--- config.mk ---
export PLATFORM = sky130hd
export DESIGN_NAME = bit_serial_adder_32
export DESIGN_NICKNAME = d
export VERILOG_FILES = /design/src/rtl/bit_serial_adder_32.sv
export SDC_FILE = /design/constraint.sdc
export NUM_CORES = 1
export LEC_CHECK = 0
export ABC_AREA = 1
export BUFFER_PORTS_ARGS = -buffer_cell sky130_fd_sc_hd__buf_2
export CAP_MARGIN = 20
export CORE_MARGIN = 1.5
export CORE_UTILIZATION = 45
export DETAILED_ROUTE_END_ITERATION = 8
export PLACE_DENSITY = 0.67
export SYNTH_ARGS = -nofsm -noshare
export SYNTH_HDL_FRONTEND = slang
export SYNTH_SLANG_ARGS = --single-unit
--- constraint.sdc ---
create_clock -name clk -period 2.35 [get_ports clk]
set_clock_uncertainty 0.1 [all_clocks]
set_input_delay 0.235 -clock clk [delete_from_list [all_inputs] [get_ports clk]]
set_output_delay 0.235 -clock clk [all_outputs]
set_load 0.01 [all_outputs]
--- src/rtl/bit_serial_adder_32.sv ---
// Bit-serial 32-bit adder: one bit per clock, LSB first, with registered
// sum, carry-out and two's-complement overflow. A full operation takes
// 34 cycles from accepting start to being able to accept the next one.
module bit_serial_adder_32 (
  input  logic        clk,
  input  logic        rst,
  input  logic        start,
  input  logic [31:0] A,
  input  logic [31:0] B,
  input  logic        Cin,
  output logic [31:0] S,
  output logic        Cout,
  output logic        Ovf,
  output logic        busy,
  output logic        done
);

  typedef enum logic [1:0] {
    StIdle,
    StRun,
    StDone
  } state_e;

  state_e      state_q;
  logic [31:0] a_q;
  logic [31:0] b_q;
  logic [31:0] res_q;
  logic        carry_q;
  logic [4:0]  cnt_q;

  logic        sum_bit;
  logic        carry_nxt;

  // One full-adder slice operating on the current LSBs of the operand registers.
  always_comb begin
    sum_bit   = a_q[0] ^ b_q[0] ^ carry_q;
    carry_nxt = (a_q[0] & b_q[0]) | (carry_q & (a_q[0] ^ b_q[0]));
  end

  // FSM, datapath shift registers and registered outputs.
  always_ff @(posedge clk) begin
    if (rst) begin
      state_q <= StIdle;
      a_q     <= '0;
      b_q     <= '0;
      res_q   <= '0;
      carry_q <= 1'b0;
      cnt_q   <= '0;
      S       <= '0;
      Cout    <= 1'b0;
      Ovf     <= 1'b0;
      busy    <= 1'b0;
      done    <= 1'b0;
    end else begin
      case (state_q)
        StIdle: begin
          if (start) begin
            a_q     <= A;
            b_q     <= B;
            carry_q <= Cin;
            res_q   <= '0;
            cnt_q   <= '0;
            busy    <= 1'b1;
            state_q <= StRun;
          end
        end
        StRun: begin
          // Sum bits enter at the MSB so that after 32 shifts bit 0 sits at res[0].
          res_q   <= {sum_bit, res_q[31:1]};
          a_q     <= {1'b0, a_q[31:1]};
          b_q     <= {1'b0, b_q[31:1]};
          carry_q <= carry_nxt;
          cnt_q   <= cnt_q + 5'd1;
          if (cnt_q == 5'd31) begin
            S       <= {sum_bit, res_q[31:1]};
            Cout    <= carry_nxt;
            // carry_q here is the carry into bit 31.
            Ovf     <= carry_q ^ carry_nxt;
            done    <= 1'b1;
            state_q <= StDone;
          end
        end
        StDone: begin
          busy    <= 1'b0;
          done    <= 1'b0;
          state_q <= StIdle;
        end
        default: begin
          busy    <= 1'b0;
          done    <= 1'b0;
          state_q <= StIdle;
        end
      endcase
    end
  end

endmodule

==> results.txt <==
Max-slew headroom -> 50.5%
hold path start -> A[31]
mapped cell area -> 5790 um2
CORE AREA -> 12,600 um2
Fin. Hold Viols -> 0
flops & latches, synth -> 139
DP Wirelength -> 7780 um
number of max-cap violations -> 0
Final period util -> 79.1%
final setup vio count -> 0
setup TNS -> 0 ns
largest fanout on the critical path -> 20
worst-case clock buffer depth -> 2
Critical Path RT -> 2.54 ns
total track usage -> 20.5%
postcts setup bufs -> 0
Avg Cell Area, Syn -> 6.80 um2
FMAX -> 538 MHz
status -> complete, no violations
WHS Path Cells -> 3
Yosys top cell by area -> dfxtp_1
top cell type's share of synthesized area -> 48.1%
Slew Viols, Final -> 0
ranking of synthesized cells by area -> dfxtp_1 48%, nand2_1 13%, nand3_1 12%
fin cells -> 1,116
nets -> 1,001
DR WL/cell -> 12.0 um
H-Tree Depth -> 4
Commonest cells post-synth -> 203 x nand2_1, 157 x nor2_1, 139 x dfxtp_1
Clock Latency Late Sink -> 0.41 ns
die width -> 116 um
R2R Setup Slk -> 0.49 ns
hold buffer count at cts -> 0
clock sinks -> 139
layout cells sized above 1 -> 16.4%
Peak VDD IR -> 0.378 mV
global-route wire length before repair -> 21,900 um
routed via count -> 5,298
die area -> 13,600 um2
Worst Tran Pin Value -> 0.742 ns
CP Data Arrival Time -> 2.05 ns
P_leak -> 3.53 nW
Synth Flop Type -> dfxtp_1
RR Endpoint -> Ovf
DRC viols -> 0
IO buf count -> 103
Avg Vias per Cell -> 4.75
syn_nets -> 922
Area Overhead vs Synth -> 23.0%
vias in the first global route -> 4,642
initial core utilization -> 46.1%
largest net degree at the start of global routing -> 68
CP top delay family -> simple AND/OR/NAND/NOR gates
Critical Path, Cell by Cell -> ha_1, inv_1, nor3_1, ha_1, nand2_1, nor2_2, clkinv_1, buf_4, nor2_1, nor2_1
CTS tree -> built
routed wire length -> 13,400 um
slowest CP cell -> dfxtp_1
final hold slack -> 0.0165 ns
clock root cell -> clkbuf_16
routability cong. -> 0.733
CTS Buf Count -> 17
DIE HEIGHT -> 116 um
Cell variety after synth -> 19
initial antenna violation count -> 0
crit-path max cell delay -> 0.36 ns
Resized cells post-CTS -> 0
initial detailed-routing violation count -> 408
register clock-pin slew on the reported worst setup and hold paths -> 0.06 ns
Worst Path Buf+Inv -> 3
register area share after synthesis -> 48.1%
number of synthesized flops with an enable pin -> 0
Hold Path Sink -> a_q[31]
# IOs -> 104
Critical R2R Launch -> cnt_q[0]
final antenna-violating net count -> 0
Period minus WS final -> 1.86 ns
Setup CP Type -> flop to flop
Worst Reg-to-Reg Cells -> 10
Post-Syn Instances -> 851
drt first pass iters -> 4
row count -> 41
Worst setup EP type -> flop
RSZ-0062 raised after global routing -> false
final global-route overflow total -> 0
Synth Warn # -> 0
placed insts -> 1,083
hold crit path type -> input pin to flop
count leader, synth -> nand2_1
ys async rst share -> 0%
crit path launch type -> flop
pwr dens -> 834 nW/um2
## cells in the final DEF, fill, tap and decap left out
| cell type | synthesis | routed |
|---|---|---|
| dfxtp_1 | 139 | 139 |
| nor2_2 | 2 | 1 |
| buf_2 | 13 | 103 |
| clkinv_4 | 0 | 2 |
| fa_1 | 1 | 1 |
| bufinv_16 | 0 | 6 |
| diode_2 | 0 | 1 |
| o21ai_0 | 37 | 37 |
| xor2_1 | 1 | 1 |
| nor2_4 | 0 | 2 |
| o211ai_1 | 1 | 1 |
| nand2_1 | 203 | 203 |
| buf_12 | 0 | 3 |
| a21oi_1 | 38 | 38 |
| nor2_1 | 157 | 156 |
| nand3_1 | 135 | 135 |
| clkbuf_1 | 32 | 2 |
| nor3_1 | 3 | 3 |
| buf_4 | 0 | 11 |
| nand2_2 | 2 | 2 |
| inv_1 | 69 | 69 |
| clkinvlp_4 | 0 | 1 |
| ha_1 | 2 | 2 |
| clkbuf_8 | 0 | 2 |
| clkinv_2 | 0 | 2 |
| clkinv_1 | 1 | 1 |
| inv_2 | 3 | 3 |
| clkbuf_16 | 0 | 17 |
## power breakdown
group / leakage [nW] / switching [mW] / internal (mW)
Sequential: 1.13 / 0.0376 / 2.43
Clock: 0.327 / 0.983 / 2.05
Combinational: 2.07 / 0.282 / 0.161
## routing by layer
| layer | wire (um) | track usage (%) | part of all wire (%) |
|---|---|---|---|
| met1 | 6530 | 27.4 | 49 |
| met2 | 5880 | 33.2 | 44 |
| met3 | 770 | 4.46 | 5.8 |
| met4 | 172 | 6.75 | 1.3 |
| met5 | 0 | 0 | 0 |
## sequential cells by signal, indices dropped and copies added (netlist names)
register	flops
state_q	2
Ovf	1
S	32
done	1
res_q	31
carry_q	1
Cout	1
cnt_q	5
a_q	32
b_q	32
busy	1
## worst register-to-register path: stages (launching register included)
cell	delay, ns
dfxtp_1	0.36
ha_1	0.17
inv_1	0.05
nor3_1	0.13
ha_1	0.17
nand2_1	0.07
nor2_2	0.14
clkinv_1	0.10
buf_4	0.21
nor2_1	0.17
nor2_1	0.07
## layout make-up
type,instances,area [um2]
Timing Repair Buffer,117,658
Clock buffer,21,460
Sequential cell,139,2780
Clock inverter,11,215
Fill cell,1240,5440
Multi-Input combinational cell,582,2520
Tap cell,172,215
Antenna cell,1,2.50
Inverter,73,274
## worst max-delay path by stage
stage,start,cells after the start,to,slack (ns)
2_1_floorplan,cnt_q[0],10,S[0],0.50
3_3_place_gp,cnt_q[0],10,Ovf,0.59
3_5_place_dp,cnt_q[0],10,Cout,0.56
4_1_cts,cnt_q[0],10,Ovf,0.47
5_1_grt,cnt_q[0],10,Ovf,0.25
6_report,cnt_q[0],10,Ovf,0.49
## through the flow
stage                     utilization [%]  total power [mW]  instance area, um2  setup slack, ns
after floorplan                         -              2.81                5790            0.499
after global placement               51.3              2.96                6450            0.590
after detailed placement             51.3              2.96                6450            0.560
after CTS                            56.7              5.99                7120            0.473
after global routing                 56.7              6.16                7120            0.249
final                                56.7              5.94                7120            0.491
## logic make-up after synthesis
group,synth area share [%]
AO/OA/AOI/OAI,6.61
XOR/XNOR,0.151
adder cells (fa/ha/maj),0.778
buffers and inverters,8.71
flip-flops,48.1
AND/OR/NAND/NOR,35.7
(Power assumes the default switching activity.)
